===== config.mk =====
export PLATFORM = sky130hd
export DESIGN_NAME = fir_mc_serial
export DESIGN_NICKNAME = d
export VERILOG_FILES = /design/src/rtl/fir_mc_serial.sv
export SDC_FILE = /design/constraint.sdc
export NUM_CORES = 1
export LEC_CHECK = 0
export ABC_AREA = 1
export CELL_PAD_IN_SITES_DETAIL_PLACEMENT = 0
export CELL_PAD_IN_SITES_GLOBAL_PLACEMENT = 1
export CORE_MARGIN = 1.5
export CORE_UTILIZATION = 45
export DETAILED_ROUTE_END_ITERATION = 7
export PLACE_DENSITY = 0.82
export SYNTH_ARGS = -nofsm -noshare
export SYNTH_HDL_FRONTEND = slang
export SYNTH_SLANG_ARGS = --single-unit
export TNS_END_PERCENT = 100

===== constraint.sdc =====
create_clock -name clk -period 11.7 [get_ports clk]
set_input_delay 2.34 -clock clk [delete_from_list [all_inputs] [get_ports clk]]
set_output_delay 2.34 -clock clk [all_outputs]
set_load 0.02 [all_outputs]

===== src/rtl/fir_mc_serial.sv =====
`default_nettype none
// ============================================================================
// Module   : fir_mc_serial
// Brief    : Time-multiplexed multi-channel FIR. Coefficients are runtime
//            programmable and one serial MAC is shared by all channels.
//            Results are rounded half-up and saturated. Valid/ready
//            handshakes are used on both the input and the output side.
// Revision : 1.0 - initial release
// ============================================================================
module fir_mc_serial #(
  parameter int IN_WIDTH    = 8,
  parameter int COEFF_WIDTH = 8,
  parameter int OUT_WIDTH   = 9,
  parameter int TAPS        = 4,
  parameter int CHANNELS    = 2,
  parameter int ROUND_BITS  = 2
) (
  input  logic                                              clk,
  input  logic                                              rst,
  input  logic                                              in_valid,
  output logic                                              in_ready,
  input  logic [((CHANNELS > 1) ? $clog2(CHANNELS) : 1)-1:0] in_chan,
  input  logic [IN_WIDTH-1:0]                               in_data,
  output logic                                              out_valid,
  input  logic                                              out_ready,
  output logic [((CHANNELS > 1) ? $clog2(CHANNELS) : 1)-1:0] out_chan,
  output logic [OUT_WIDTH-1:0]                              out_data,
  output logic                                              out_sat,
  input  logic                                              coef_we,
  input  logic [((TAPS > 1) ? $clog2(TAPS) : 1)-1:0]         coef_addr,
  input  logic [COEFF_WIDTH-1:0]                            coef_data
);

  localparam int c_CHW   = (CHANNELS > 1) ? $clog2(CHANNELS) : 1;
  localparam int c_TW    = (TAPS > 1) ? $clog2(TAPS) : 1;
  localparam int c_PW    = IN_WIDTH + COEFF_WIDTH;
  localparam int c_ACC_W = c_PW + $clog2(TAPS) + 1;
  // One guard bit so adding the rounding constant can never wrap.
  localparam int c_RW    = c_ACC_W + 1;

  localparam logic signed [c_RW-1:0] c_OMAX = c_RW'((2 ** (OUT_WIDTH - 1)) - 1);
  localparam logic signed [c_RW-1:0] c_OMIN = c_RW'(-(2 ** (OUT_WIDTH - 1)));

  typedef enum logic [1:0] {
    S_IDLE = 2'd0,
    S_MAC  = 2'd1,
    S_OUT  = 2'd2
  } state_t;

  state_t r_state;
  state_t w_state_next;

  logic signed [IN_WIDTH-1:0]    r_tap  [CHANNELS][TAPS];
  logic signed [COEFF_WIDTH-1:0] r_coef [TAPS];
  logic signed [c_ACC_W-1:0]     r_acc;
  logic [c_TW-1:0]               r_idx;
  logic [c_CHW-1:0]              r_ch;
  logic [OUT_WIDTH-1:0]          r_out_data;
  logic [c_CHW-1:0]              r_out_chan;
  logic                          r_out_sat;

  logic                          w_chan_ok;
  logic                          w_addr_ok;
  logic                          w_start;
  logic                          w_last;
  logic signed [IN_WIDTH-1:0]    w_tap_sel;
  logic signed [COEFF_WIDTH-1:0] w_coef_sel;
  logic signed [c_PW-1:0]        w_prod;
  logic signed [c_ACC_W-1:0]     w_acc_next;
  logic signed [c_RW-1:0]        w_acc_ext;
  logic signed [c_RW-1:0]        w_rnd;
  logic [OUT_WIDTH-1:0]          w_clip;
  logic                          w_sat;

  // Index range checks collapse to constants when the field width exactly
  // covers the channel/tap count, so the comparison is only built otherwise.
  generate
    if ((1 << c_CHW) == CHANNELS) begin : g_chan_full
      assign w_chan_ok = 1'b1;
    end else begin : g_chan_chk
      assign w_chan_ok = (int'(in_chan) < CHANNELS);
    end
    if ((1 << c_TW) == TAPS) begin : g_addr_full
      assign w_addr_ok = 1'b1;
    end else begin : g_addr_chk
      assign w_addr_ok = (int'(coef_addr) < TAPS);
    end
  endgenerate

  // A sample with an out-of-range channel is consumed but never starts a MAC.
  assign w_start = in_valid && (r_state == S_IDLE) && w_chan_ok;
  assign w_last  = (r_idx == c_TW'(TAPS - 1));

  assign w_tap_sel  = r_tap[r_ch][r_idx];
  assign w_coef_sel = r_coef[r_idx];
  assign w_prod     = w_tap_sel * w_coef_sel;
  assign w_acc_next = r_acc + {{(c_ACC_W - c_PW){w_prod[c_PW-1]}}, w_prod};
  assign w_acc_ext  = {w_acc_next[c_ACC_W-1], w_acc_next};

  // Round half-up by adding half an output LSB, then arithmetic shift.
  generate
    if (ROUND_BITS > 0) begin : g_round
      localparam logic signed [c_RW-1:0] c_HALF = c_RW'(1) <<< (ROUND_BITS - 1);
      logic signed [c_RW-1:0] w_sum;
      assign w_sum = w_acc_ext + c_HALF;
      assign w_rnd = w_sum >>> ROUND_BITS;
    end else begin : g_no_round
      assign w_rnd = w_acc_ext;
    end
  endgenerate

  // Saturate the rounded value into the signed output range.
  always_comb begin
    w_sat  = 1'b0;
    w_clip = w_rnd[OUT_WIDTH-1:0];
    if (w_rnd > c_OMAX) begin
      w_clip = c_OMAX[OUT_WIDTH-1:0];
      w_sat  = 1'b1;
    end else if (w_rnd < c_OMIN) begin
      w_clip = c_OMIN[OUT_WIDTH-1:0];
      w_sat  = 1'b1;
    end
  end

  // State register.
  always_ff @(posedge clk) begin
    if (rst) begin
      r_state <= S_IDLE;
    end else begin
      r_state <= w_state_next;
    end
  end

  // Next-state and handshake outputs; no input is accepted while busy.
  always_comb begin
    w_state_next = r_state;
    in_ready     = 1'b0;
    out_valid    = 1'b0;
    case (r_state)
      S_IDLE: begin
        in_ready = 1'b1;
        if (w_start) begin
          w_state_next = S_MAC;
        end
      end
      S_MAC: begin
        if (w_last) begin
          w_state_next = S_OUT;
        end
      end
      S_OUT: begin
        out_valid = 1'b1;
        if (out_ready) begin
          w_state_next = S_IDLE;
        end
      end
      default: begin
        w_state_next = S_IDLE;
      end
    endcase
  end

  // Shift the addressed channel's delay line; other channels are untouched.
  always_ff @(posedge clk) begin
    if (rst) begin
      for (int c = 0; c < CHANNELS; c++) begin
        for (int k = 0; k < TAPS; k++) begin
          r_tap[c][k] <= '0;
        end
      end
    end else if (w_start) begin
      for (int c = 0; c < CHANNELS; c++) begin
        if (in_chan == c_CHW'(c)) begin
          r_tap[c][0] <= in_data;
          for (int k = 1; k < TAPS; k++) begin
            r_tap[c][k] <= r_tap[c][k-1];
          end
        end
      end
    end
  end

  // Coefficient bank; a MAC reading the written tap in the same cycle sees the old value.
  always_ff @(posedge clk) begin
    if (rst) begin
      for (int i = 0; i < TAPS; i++) begin
        r_coef[i] <= COEFF_WIDTH'(i + 1);
      end
    end else if (coef_we && w_addr_ok) begin
      r_coef[coef_addr] <= coef_data;
    end
  end

  // Serial MAC; the final sum is rounded, clipped and captured on the last tap.
  always_ff @(posedge clk) begin
    if (rst) begin
      r_acc      <= '0;
      r_idx      <= '0;
      r_ch       <= '0;
      r_out_data <= '0;
      r_out_chan <= '0;
      r_out_sat  <= 1'b0;
    end else if (w_start) begin
      r_acc <= '0;
      r_idx <= '0;
      r_ch  <= in_chan;
    end else if (r_state == S_MAC) begin
      r_acc <= w_acc_next;
      r_idx <= r_idx + c_TW'(1);
      if (w_last) begin
        r_out_data <= w_clip;
        r_out_chan <= r_ch;
        r_out_sat  <= w_sat;
      end
    end
  end

  assign out_data = r_out_data;
  assign out_chan = r_out_chan;
  assign out_sat  = r_out_sat;

endmodule
`default_nettype wire


After elaboration in Yosys (flattened, before gate mapping)
Memories as Yosys holds them, arrays and structs flattened. A register that Yosys moved wholly into a read port is not among the register bits.
Index checks and enable logic that the tools add are counted.
{"block": "classes", "reduce_logical": 6, "mux": 41, "div": 0, "bitwise": 10, "n_lt_le_gt_ge": 3, "multipliers": 1, "eq_ne": 6, "shift": 0, "n_addsub": 3}
{"op": "2-to-1 mux 8 bit", "n": 11}
{"op": "adder 19 x 3 -> 20 bit, second input constant", "n": 1}
{"op": "2-to-1 mux 1 bit", "n": 20}
{"op": "adder 19 bit", "n": 1}
{"op": "> comparator 18 x 9 -> 1 bit, second input constant", "n": 1}
{"op": "less-than comparator 18 x 9 -> 1 bit, second input constant", "n": 1}
{"op": "2-to-1 mux 9 bit", "n": 2}
{"op": "binary-select mux 8 bit (select 2 bit)", "n": 1}
{"op": "multiplier 8 x 8 -> 16 bit", "n": 1}
{"op": "2-to-1 mux 2 bit", "n": 6}
{"op": "OR 1 bit", "n": 8}
{"op": "OR reduction 8 bit", "n": 1}
{"op": "inequality test 2 bit, second input constant", "n": 3}
{"op": "one-hot mux 2 bit (3 select lines)", "n": 1}
{"op": "AND reduction 3 bit", "n": 2}
{"op": "== test 2 bit, second input constant", "n": 2}
{"op": ">= comparator 3 bit, second input constant", "n": 1}
{"op": "NOT 2 -> 3 bit", "n": 1}
{"op": "adder 2 x 1 -> 2 bit, second input constant", "n": 1}
{"op": "== test 2 x 1 -> 1 bit, second input constant", "n": 1}
{"op": "zero test 2 bit", "n": 1}
{"op": "OR reduction 2 bit", "n": 1}
{"op": "logical AND 1 bit", "n": 1}
{"op": "NOT 1 bit", "n": 1}
{"block": "totals", "out_inout_bits": 13, "input_bits": 24, "elab_cells": 79, "memories": 2, "regBits": 35, "ramBits": 96, "latch_bits": 0, "romBits": 0}
{"memory": "r_tap", "depth": 2, "word_bits": 32, "read_ports": 3, "rd_clocked_by_memory_dff": 1, "wr": 2, "line": "53", "text": "logic signed [IN_WIDTH-1:0] r_tap [CHANNELS][TAPS];"}
{"memory": "r_coef", "depth": 4, "word_bits": 8, "read_ports": 1, "rd_clocked_by_memory_dff": 1, "wr": 4, "line": "54", "text": "logic signed [COEFF_WIDTH-1:0] r_coef [TAPS];"}

Longest topological paths before layout
{"block": "logic_depth", "word_depth": 10, "mapped_depth": 50}

Worst setup path before layout
OpenSTA, ideal clock, no wires.
{"block": "synth_timing", "path_kind": "register to register", "start": "register r_idx[0]", "end": "register r_out_sat, in the netlist out_sat", "period_less_slack_ns": 7.055, "arrival_time_ns": 6.947, "path_stages_with_launch": 45, "setup_slack_ns": 4.645, "cell_sequence": "dfxtp_1 -> clkbuf_1 -> clkbuf_1 -> a21oi_1 -> o21ai_0 -> o21ai_0 -> o21ai_1 -> nand2_1 -> fa_1 -> fa_1 -> inv_1 -> fa_1 -> inv_1 -> fa_1 -> inv_1 -> ha_1 -> nand3_1 -> nand2_1 -> [9 not listed] -> ha_1 -> nand2_1 -> nor2_1 -> and2_1 -> nand2_1 -> nand2_1 -> nand2_1 -> nand2_1 -> nand2_1 -> nor2_2 -> nand4_1 -> nand2_1 -> nand2_1 -> nor2_2 -> nand3_2 -> a21oi_4 -> a21o_1 -> inv_1"}
{"block": "synth_via", "elab_chain_len": 10}
{"element": "start: declaration", "line": "56", "text": "logic [c_TW-1:0] r_idx;"}
{"element": "start signal: assignment", "line": "209", "text": "r_idx <= r_idx + c_TW'(1);"}
{"element": "NOT 2 -> 3 bit (implied by the code)", "line": "94", "text": "assign w_tap_sel = r_tap[r_ch][r_idx];"}
{"element": "binary-select mux 8 bit (select 2 bit)", "line": "94"}
{"element": "2-to-1 mux 8 bit (implied by the code) (2 in series)", "line": "94"}
{"element": "multiplier 8 x 8 -> 16 bit", "line": "96", "text": "assign w_prod = w_tap_sel * w_coef_sel;"}
{"element": "adder 19 bit", "line": "97", "text": "assign w_acc_next = r_acc + {{(c_ACC_W - c_PW){w_prod[c_PW-1]}}, w_prod};"}
{"element": "adder 19 x 3 -> 20 bit", "line": "105", "text": "assign w_sum = w_acc_ext + c_HALF;"}
{"element": "less-than comparator 18 x 9 -> 1 bit", "line": "119", "text": "end else if (w_rnd < c_OMIN) begin"}
{"element": "2-to-1 mux 1 bit", "line": "119"}
{"element": "2-to-1 mux 1 bit", "line": "116", "text": "if (w_rnd > c_OMAX) begin"}
{"element": "end signal: assignment", "line": "213", "text": "r_out_sat <= w_sat;"}
{"element": "end: declaration", "line": "60", "text": "logic r_out_sat;"}
Several ways; a longest one is shown, not always the timed one. The select of a mux whose other input is x is not followed.
A chain may end at the register's enable or synchronous reset.

==> impl_metrics.toml <==
[outcome]
run_status = "finished clean"

[floorplan]
rows = 55
ioPinCount = 37
coreArea_mm2 = 0.0226
die-width_um = 155
die_h_um = 155
initial_core_util_pct = 45.8
die_area_mm2 = 0.0240

[routing]
routed_wl_mm = 24.1
wl_per_cell_um = 14.2
first_pass_iters = 5
postRouteAntennaNets = 0
drc = 0
viasPerCell = 4.97
drt_iter0_markers = 664
num_vias = 8430

[clocking]
post_cts_buffers = 0
clock_sinks = 134
clockRootBuffer = "clkbuf_16"
cts_buffer_depth = 2
path_clk_slew_ns = 0.06
worst_skew_pair.late_latency_ns = 0.43
cts_tree = "built"
cts_hold_buf = 0
ctsResizeCount = 0
cts_buffers = 17
cts.htree.levels = 4

[synth]
ys_top_cells_by_area = "edfxtp_1, fa_1, inv_1, nand2_1, nor2_1"
yosysTopAreaCell = "edfxtp_1"
synthArstFlopShare_pct = 0
synth-edff-count = 96
syn_nets = 1493
postSynthAreaPerCell_um2 = 7.61
ys_warn_count = 0
synthCells = 1363
synth_ff_type = "edfxtp_1"
synth_top_area_share_pct = 27.8
ys_types = 40
syn-cell-area_mm2 = 0.0104
ys_ff_latch = 134
seq_area_frac_synth_pct = 35.1

[flow_run]
cap_violations = 0

[cells_and_area]
diodes = 0
design_area_mm2 = 0.0117
drive_gt1_share_pct = 8.36
nets = 1529
syn_to_final_growth_pct = 12.5

[setup_path]
critPathMaxFanout = 41
worstPathRequired_ns = 12.03
cp_slowest_cell = "o21ai_0"
worst_setup_path_start_kind = "flop"
crit_arrival_ns = 8.76
cp_common_cell = "nand2_1"
critPathMaxStageDelay_ns = 0.63
worstSetupPathType = "reg -> reg"
end_kind = "flop"

[sta]
setup-tns-final_ns = 0
drv_slew = 0
post-route-period-util_pct = 72.1
whs_ns = 0.469
period_minus_slack_ns = 8.44
hold_violations = 0
relSlewSlack_pct = 29.0
fmax_mhz = 119
rsz0062_at_grt = "no"
tightest_slew_ns = 1.06
final-setup-viol-count = 0
skew_ns = 0.0110

[min_path]
min_path_type = "reg -> reg"

[placed_design]
hpwl_mm = 18.1
dpl_cell_area_mm2 = 0.0110
place_congestion = 0.853
portBuffers = 36

[global_route]
grt_usage_pct = 21.1
grt_overflow_total = 0
grt_pass1_wl_mm = 39.9
antenna_found_initial = 0
grt_max_degree = 42
grt_pass1_vias = 8000
-- cells in the final DEF, fill, tap and decap left out, types with 23 or more instances in the layout --
cell / n
dfxtp_1: 38
clkdlybuf4s50_1: 36
a21oi_1: 65
nor2_1: 214
o21ai_0: 59
ha_1: 50
nand2_2: 23
edfxtp_1: 96
fa_1: 56
nand2_1: 259
nand3_1: 60
inv_1: 288
-- sequential cells by signal, indices dropped and copies added, names as in the netlist, named ones only --
signal    flops
out_chan      1
out_data      9
out_sat       1
r_acc        19
r_ch          1
r_coef       32
r_idx         2
r_state       2
r_tap        64
-- final timing paths --
path,startpoint,to,slack [ns],cells after the start
worst max-delay path,flop,out_sat,3.26,46
worst min-delay path,out_data[8],out_data[8],0.47,2
worst min register to register,out_data[8],out_data[8],0.47,2
worst max register to register,flop,out_sat,3.26,46
-- worst max-delay path: cells and delay by family, from the launching register on --
kind,cells,cell delay [ns]
and+or+nand+nor,20,2.01
AOI/OAI and AO/OA,9,1.84
buffers and inverters,10,1.49
DFF,1,0.30
adders and majority gates,6,2.43
xor gates and xnor gates,1,0.23
-- Yosys cell counts, types with 16 or more instances --
| cell | number |
|---|---|
| inv_1 | 288 |
| nand2_1 | 259 |
| nor2_1 | 214 |
| edfxtp_1 | 96 |
| a21oi_1 | 65 |
| nand3_1 | 60 |
| o21ai_0 | 60 |
| fa_1 | 56 |
| ha_1 | 50 |
| dfxtp_1 | 38 |
| clkbuf_1 | 24 |
| nand2_2 | 23 |
| nand4_1 | 17 |
| o211ai_1 | 16 |
-- per-layer routing --
| layer | up-vias | GRT usage [%] | share of wire (%) |
|---|---|---|---|
| met2 | 187 | 34.1 | 46 |
| li1 | 4328 | - | - |
| met1 | 3900 | 30.6 | 49 |
| met4 | 0 | 4.40 | 0.88 |
| met3 | 15 | 2.66 | 4.5 |
| met5 | - | 0 | 0 |
-- area by class of cell --
class,count,area (um^2)
inverters,302,1130
clock buffers,17,425
multi-input cells,900,5500
clock inverters,15,190
well taps,285,357
repair buffers,44,420
flip-flops and latches,134,3640
fillers,2212,11000
-- kinds of logic after synthesis --
kind of cell,count (synthesis),share of synthesized area (%)
fa+ha+maj,106,16.8
flops,134,35.1
simple gates,618,25.9
compound gates,161,8.89
buf+inv,329,11.9
xor+xnor,15,1.27
-- per-stage QoR --
stage | cells | util (%) | setup WS (ns)
floorplan | 1363 | - | 4.65
global placement | 1665 | 48.8 | 3.37
detailed placement | 1665 | 48.8 | 3.23
CTS | 1697 | 51.5 | 3.21
global route | 1697 | 51.5 | 2.43
finish | 1697 | 51.5 | 3.26
Power is left out: the tool's default activity adds up to more than one toggle a clock period on the data nets, which glitch-free logic cannot reach.
